[config.mk]
export PLATFORM = sky130hd
export DESIGN_NAME = lcd_bus_sequencer
export DESIGN_NICKNAME = d
export VERILOG_FILES = /design/src/rtl/lcd_bus_sequencer.sv
export SDC_FILE = /design/constraint.sdc
export NUM_CORES = 1
export LEC_CHECK = 0
export BUFFER_PORTS_ARGS = -buffer_cell sky130_fd_sc_hd__buf_2
export CAP_MARGIN = 20
export CORE_ASPECT_RATIO = 0.75
export CORE_MARGIN = 3
export CORE_UTILIZATION = 50
export DETAILED_ROUTE_END_ITERATION = 10
export PLACE_DENSITY = 0.73
export SETUP_SLACK_MARGIN = 0.02
export SLEW_MARGIN = 20
export SYNTH_ARGS = -nofsm -noshare
export SYNTH_HDL_FRONTEND = slang
export SYNTH_SLANG_ARGS = --single-unit
[constraint.sdc]
create_clock -name i_clk -period 4.45 [get_ports i_clk]
set_clock_uncertainty 0.1 [all_clocks]
set_input_delay 0.445 -clock i_clk [delete_from_list [all_inputs] [get_ports i_clk]]
set_output_delay 0.445 -clock i_clk [all_outputs]
set_load 0.02 [all_outputs]
[src/rtl/lcd_bus_sequencer.sv]
`default_nettype none
// ============================================================================
// lcd_bus_sequencer: turns LCD register updates into timed HD44780 write cycles
// Rev 1.0
// ============================================================================
module lcd_bus_sequencer #(
    parameter int T_SETUP     = 4,
    parameter int T_EN_HIGH   = 12,
    parameter int T_HOLD      = 4,
    parameter int T_EXEC      = 2000,
    parameter int T_EXEC_LONG = 76000
) (
    input  logic        i_clk,
    input  logic        i_rst_n,
    input  logic [31:0] i_io_lcd,
    output logic        o_lcd_on,
    output logic        o_lcd_rs,
    output logic        o_lcd_rw,
    output logic        o_lcd_en,
    output logic [7:0]  o_lcd_data,
    output logic        o_lcd_busy,
    output logic        o_lcd_overrun
);

    localparam int T_MAX_A = (T_SETUP > T_EN_HIGH) ? T_SETUP : T_EN_HIGH;
    localparam int T_MAX_B = (T_HOLD > T_EXEC) ? T_HOLD : T_EXEC;
    localparam int T_MAX_C = (T_MAX_A > T_MAX_B) ? T_MAX_A : T_MAX_B;
    localparam int T_MAX   = (T_MAX_C > T_EXEC_LONG) ? T_MAX_C : T_EXEC_LONG;
    localparam int CW      = $clog2(T_MAX) + 1;

    localparam logic [CW-1:0] SETUP_LAST = CW'(T_SETUP - 1);
    localparam logic [CW-1:0] PULSE_LAST = CW'(T_EN_HIGH - 1);
    localparam logic [CW-1:0] HOLD_LAST  = CW'(T_HOLD - 1);
    localparam logic [CW-1:0] EXEC_LAST  = CW'(T_EXEC - 1);
    localparam logic [CW-1:0] LONG_LAST  = CW'(T_EXEC_LONG - 1);

    typedef enum logic [2:0] {
        S_IDLE  = 3'd0,
        S_SETUP = 3'd1,
        S_PULSE = 3'd2,
        S_HOLD  = 3'd3,
        S_EXEC  = 3'd4
    } state_t;

    state_t          state_q, state_d;
    logic [CW-1:0]   cnt_q, cnt_d;
    logic [10:0]     prev_q;
    logic            slot_vld_q, slot_vld_d;
    logic            slot_rs_q, slot_rs_d;
    logic [7:0]      slot_data_q, slot_data_d;
    logic            rs_q, rs_d;
    logic [7:0]      data_q, data_d;
    logic            en_q, en_d;
    logic            busy_q, busy_d;
    logic            ovr_q, ovr_d;
    logic            on_q;
    logic            req;
    logic            consume;
    logic            exec_long;
    logic [CW-1:0]   exec_last;
    logic            unused_bits;

    assign unused_bits = ^{i_io_lcd[30:11]};

    always_comb begin
        state_d     = state_q;
        cnt_d       = cnt_q + CW'(1);
        rs_d        = rs_q;
        data_d      = data_q;
        consume     = 1'b0;
        // Clear display / return home need the long execution wait.
        exec_long   = !rs_q && (data_q == 8'h01 || data_q == 8'h02 || data_q == 8'h03);
        exec_last   = exec_long ? LONG_LAST : EXEC_LAST;

        case (state_q)
            S_IDLE: begin
                cnt_d = '0;
                if (slot_vld_q) begin
                    consume = 1'b1;
                    rs_d    = slot_rs_q;
                    data_d  = slot_data_q;
                    state_d = S_SETUP;
                end
            end
            S_SETUP: if (cnt_q == SETUP_LAST) begin state_d = S_PULSE; cnt_d = '0; end
            S_PULSE: if (cnt_q == PULSE_LAST) begin state_d = S_HOLD;  cnt_d = '0; end
            S_HOLD:  if (cnt_q == HOLD_LAST)  begin state_d = S_EXEC;  cnt_d = '0; end
            S_EXEC:  if (cnt_q == exec_last)  begin state_d = S_IDLE;  cnt_d = '0; end
            default: begin state_d = S_IDLE; cnt_d = '0; end
        endcase

        req         = (i_io_lcd[10:0] != prev_q);
        slot_vld_d  = slot_vld_q & ~consume;
        slot_rs_d   = slot_rs_q;
        slot_data_d = slot_data_q;
        ovr_d       = ovr_q;
        if (req) begin
            slot_vld_d  = 1'b1;
            slot_rs_d   = i_io_lcd[10];
            slot_data_d = i_io_lcd[7:0];
            if (slot_vld_q && !consume) ovr_d = 1'b1;
        end

        en_d   = (state_d == S_PULSE);
        busy_d = (state_d != S_IDLE) | slot_vld_d;
    end

    always_ff @(posedge i_clk or negedge i_rst_n) begin
        if (!i_rst_n) begin
            state_q     <= S_IDLE;
            cnt_q       <= '0;
            prev_q      <= '0;
            slot_vld_q  <= 1'b0;
            slot_rs_q   <= 1'b0;
            slot_data_q <= '0;
            rs_q        <= 1'b0;
            data_q      <= '0;
            en_q        <= 1'b0;
            busy_q      <= 1'b0;
            ovr_q       <= 1'b0;
            on_q        <= 1'b0;
        end else begin
            state_q     <= state_d;
            cnt_q       <= cnt_d;
            prev_q      <= i_io_lcd[10:0];
            slot_vld_q  <= slot_vld_d;
            slot_rs_q   <= slot_rs_d;
            slot_data_q <= slot_data_d;
            rs_q        <= rs_d;
            data_q      <= data_d;
            en_q        <= en_d;
            busy_q      <= busy_d;
            ovr_q       <= ovr_d;
            on_q        <= i_io_lcd[31];
        end
    end

    assign o_lcd_on      = on_q;
    assign o_lcd_rs      = rs_q;
    assign o_lcd_rw      = 1'b0;
    assign o_lcd_en      = en_q;
    assign o_lcd_data    = data_q;
    assign o_lcd_busy    = busy_q;
    assign o_lcd_overrun = ovr_q;

endmodule
`default_nettype wire
Yosys cells after proc, flatten, opt, wreduce, memory -nomap -nowiden
Cells that the tools add are included.
{ "word_totals": {"elab_cells": 53, "ff_bits": 55, "output_inout_bits": 14, "inputBits": 34} }
{ "classes": {"muxes": 14, "eq_ne": 12, "n_addsub": 1, "n_bitwise": 3, "reduce_logical": 11} }
{ "ops": {"columns": ["op", "n"], "rows": [
  ["two-way mux 18 bit", 3],
  ["one-hot mux 18 bit (3 select lines)", 1],
  ["adder 18 x 1 -> 18 bit (second input constant)", 1],
  ["== test 18 x 17 -> 1 bit", 1],
  ["== test 18 x 2 -> 1 bit (second input constant)", 1],
  ["== test 18 x 4 -> 1 bit (second input constant)", 1],
  ["two-way mux 17 bit", 1],
  ["== test 8 x 2 -> 1 bit (second input constant)", 2],
  ["two-way mux 3 bit", 5],
  ["one-hot mux 3 bit (5 select lines)", 1],
  ["inequality test 11 bit", 1],
  ["== test 3 x 2 -> 1 bit (second input constant)", 3],
  ["== test 8 x 1 -> 1 bit (second input constant)", 1],
  ["AND reduction 2 bit", 2],
  ["== test 3 x 1 -> 1 bit (second input constant)", 1],
  ["== test 3 bit (second input constant)", 1],
  ["logical NOT 3 bit", 1],
  ["two-way mux 1 bit", 3],
  ["nonzero test 3 bit", 1],
  ["logical AND 1 bit", 2],
  ["logical NOT 1 bit", 2],
  ["logical OR 1 bit", 2],
  ["OR reduction 2 bit", 1],
  ["bitwise AND 1 bit", 1],
  ["other kinds (2)", 2]
]} }

Depth between registers and ports, before layout
{ "depth": {"word_depth": 10, "depth_mapped": 7, "depth_no_buf": 6} }

Least setup slack after synthesis
Ideal clock, no wire load.
{ "synth_path": {"path_type": "register to register", "from": "register cnt_q[0]", "to": "register cnt_q[13]", "setup_time_ns": 0.119, "n_path_buf": 1, "arrival_ns": 1.974, "period_less_slack_ns": 2.193, "setup_slack_ns": 2.257, "stages_incl_launch_ff": 8, "required_time_ns": 4.231, "path_cell_list": "dfrtp_1 > ha_1 > or4b_1 > nor4_4 > o2111ai_1 > a211oi_2 > buf_6 > nor2_1"} }
{ "synth_via": {"elab_chain_cells": 3, "word_cells_on_any_way": 8, "cone_classes": "add/sub (1); eq/ne (3); mux (4)"} }
{ "synth_rtl": {"columns": ["item", "line_no", "text"], "rows": [
  ["from (decl)", "46", "logic [CW-1:0] cnt_q, cnt_d;"],
  ["from (signal assigned)", "124", "cnt_q <= cnt_d;"],
  ["adder 18 x 1 -> 18 bit, or another cell as far along", "67", "cnt_d = cnt_q + CW'(1);"],
  ["two-way mux 18 bit (on tied branches)", null, null],
  ["one-hot mux 18 bit (3 select lines) (*)", "75", "case (state_q)"],
  ["net cnt_d[13]", "46", null]
]} }
The timed path passes the listed nets; every way through them passes the cells marked *.
A chain may end at the register's enable or synchronous reset.

Worst setup path after layout
{ "layout_path": {"from": "register cnt_q[0]", "to": "register cnt_q[1]"} }
Same word-level chain as after synthesis.

==> results.sh <==
export IMPL_status="finished clean"
export IMPL_diodes=0
export IMPL_cts_inserted_buffers=5
export IMPL_path_max_fanout=14
export IMPL_clkSlewWorstSetupHoldPaths_ps=90
export IMPL_grtUsageTotal_pct=17.6
export IMPL_setup_tns_ps=0
export IMPL_max_vdd_ir_drop_uv=194
export IMPL_leakage_nw=1.15
export IMPL_htreeDepth=2
export IMPL_layout_nets=269
export IMPL_detail_route_antenna_nets=0
export IMPL_num_vias=1582
export IMPL_grt_pass1_vias=1592
export IMPL_hold_path_class="in2async"
export IMPL_yosys_area_share_xor_xnor_pct=10.8
export IMPL_finalSetupViolations=0
export IMPL_wirelength_um=4450
export IMPL_initialDrtViolationCount=102
export IMPL_worstPathRequired_ps=4510
export IMPL_synthFlopType="dfrtp_1"
export IMPL_grt_first_pass_wirelength_um=7750
export IMPL_start_util_pct=53.1
export IMPL_netlist_top_cells_count="55 x dfrtp_1, 28 x nor2_1, 19 x mux2_2, 19 x xnor2_1, 13 x nand2_1"
export IMPL_cts_sinks=55
export IMPL_async_flop_share_pct=100
export IMPL_die_x_um=86.4
export IMPL_synth_edf_count=0
export IMPL_p_per_area_nw_per_um2=346
export IMPL_drive_gt1_share_pct=24.7
export IMPL_yosysTopAreaCellShare_pct=56.7
export IMPL_wl_per_cell_um=15.2
export IMPL_fin_util_pct=60.0
export IMPL_yosysMostFrequentCell="dfrtp_1"
export IMPL_min_period_ps=2710
export IMPL_fp_row_count=21
export IMPL_overflow=0
export IMPL_area_growth_pct=13.0
export IMPL_instances_no_fill=292
export IMPL_cts_hold_buf=0
export IMPL_synthesis_area_um2=2430
export IMPL_muxShareOfSynthArea_pct=8.82
export IMPL_io_pins=48
export IMPL_slew_headroom_pct=42.0
export IMPL_dp_hpwl_um=3120
export IMPL_worstSkewPairLatency_ps=300
export IMPL_startpoint_type="register"
export IMPL_first_pass_iters=4
export IMPL_dp_cells=284
export IMPL_drc=0
export IMPL_tightest_slew_ps=868
export IMPL_synth_fa_ha_area_share_pct=0.516
export IMPL_hold_viol=0
export IMPL_cap_violations=0
export IMPL_synthTopCellsByArea="dfrtp_1 57%, mux2_2 8.8%, xnor2_1 6.9%"
export IMPL_synth_warnings=0
export IMPL_synth_distinct_cells=39
export IMPL_fin_crit_sh_pct=61.0
export IMPL_cts_tree="yes"
export IMPL_antenna_found_initial=0
export IMPL_routed_via_density=5.42
export IMPL_syn_nets=242
export IMPL_dieHeight_um=66.3
export IMPL_synth_compound_area_share_pct=3.51
export IMPL_num_fill_cells=379
export IMPL_postCtsSetupBuffers=0
export IMPL_cp_end_kind="register"
export IMPL_grt_max_degree=56
export IMPL_synth_simple_area_share_pct=17.6
export IMPL_ctsRootBufferMaster="clkbuf_8"
export IMPL_place_gp_congestion=0.808
export IMPL_worstSetupPathType="reg2reg"
export IMPL_fmax_ghz=0.368
export IMPL_max_clock_path_buffers=2
export IMPL_worst_ep_arrival_time_ps=2770
export IMPL_slew_violations=0
export IMPL_syn_area_per_cell_um2=11.7
export IMPL_die_area_um2=5730
export IMPL_synth_top_family_by_area="simple AND/OR/NAND/NOR gates"
export IMPL_portBuffers=26
export IMPL_post_cts_resized=0
export IMPL_seq_area_frac_synth_pct=56.7
export IMPL_synth_cells=207
export IMPL_design_core_area_um2=4570
export IMPL_yosys_register_bits=55
export IMPL_rsz0062_at_grt="false"
export IMPL_power_mw=0.950
export IMPL_synth_largest_area_cell="dfrtp_1"
==> metal layers <==
metal / GRT usage (%) / vias to the layer above / routed length, um / share of wire, %
met5: 0 / - / 0 / 0
met4: 6.42 / 0 / 60 / 1.3
met3: 4.11 / 7 / 154 / 3.5
met2: 25.3 / 27 / 1990 / 45
met1: 25.9 / 780 / 2240 / 50
li1: - / 768 / - / -
==> where the power goes <==
part | switching (mW) | internal (mW)
clock | 0.154 | 0.225
combinational | 0.0287 | 0.0212
sequential | 0.00818 | 0.513
==> flip-flops by register name, summed over array words and instances, names as in the netlist <==
name           flops
prev_q            11
o_lcd_en           1
o_lcd_rs           1
o_lcd_busy         1
slot_vld_q         1
o_lcd_on           1
state_q            3
slot_data_q        8
o_lcd_data         8
cnt_q             18
slot_rs_q          1
o_lcd_overrun      1
==> cell families after synthesis <==
| logic type | after synthesis |
|---|---|
| buffers and inverters | 9 |
| DFF | 55 |
| muxes | 19 |
| adders and majority gates | 1 |
| xor gates and xnor gates | 30 |
| other | 1 |
| and+or+nand+nor | 81 |
| AOI/OAI and AO/OA | 11 |
==> through the flow <==
step	hold slack, ps	setup WS, ps	cell area (um2)
4_1_cts	142	1700	2730
2_1_floorplan	49.4	2260	2430
3_3_place_gp	364	1730	2600
5_1_grt	133	1500	2740
6_report	142	1740	2740
3_5_place_dp	373	1710	2600
==> final timing paths <==
check                                    from             endpoint  slack (ps)  cells past startpoint
min in group i_clk               i_io_lcd[31]   o_lcd_on$_DFF_PN0_         150                      1
min reg2reg                cnt_q[0]$_DFF_PN0_   cnt_q[0]$_DFF_PN0_         390                      1
max                        cnt_q[0]$_DFF_PN0_   cnt_q[1]$_DFF_PN0_        1740                      6
max reg2reg                cnt_q[0]$_DFF_PN0_   cnt_q[1]$_DFF_PN0_        1740                      6
min                                   i_rst_n  cnt_q[17]$_DFF_PN0_         140                      2
max in group asynchronous             i_rst_n  prev_q[6]$_DFF_PN0_        3660                      2
==> placed cells by master, fill, tap and decap left out, types with 2 or more instances in the layout <==
| cell type | count |
|---|---|
| mux2_2 | 19 |
| clkbuf_8 | 5 |
| and3_1 | 3 |
| xor2_1 | 11 |
| xnor2_1 | 19 |
| buf_2 | 26 |
| nand3_1 | 10 |
| o211ai_1 | 2 |
| buf_4 | 2 |
| nand4_1 | 5 |
| bufinv_16 | 2 |
| or3_1 | 3 |
| nor4_1 | 3 |
| nor3_1 | 5 |
| nand2b_1 | 2 |
| nand2_1 | 13 |
| dfrtp_1 | 55 |
| nor2_1 | 28 |
==> worst max-delay path, stage by stage (launching register included) <==
cell       delay, ps
dfrtp_1          400
ha_1             220
or4b_1           500
nor4_4           260
o2111ai_1        180
a211oi_2         780
nor2b_1          120
==> layout make-up <==
| cell class | count | area (um2) | share of cell area (%) |
|---|---|---|---|
| sequential | 55 | 1380 | 50.2 |
| timing repair buffer | 28 | 145 | 5.29 |
| inverter | 1 | 3.75 | 0.137 |
| multi-input combinational | 143 | 1010 | 37.0 |
| tap | 57 | 71.3 | 2.60 |
| clock inverter | 2 | 60.1 | 2.19 |
| clock buffer | 6 | 72.6 | 2.65 |
No activity file was read; power rests on OpenSTA's default activity.
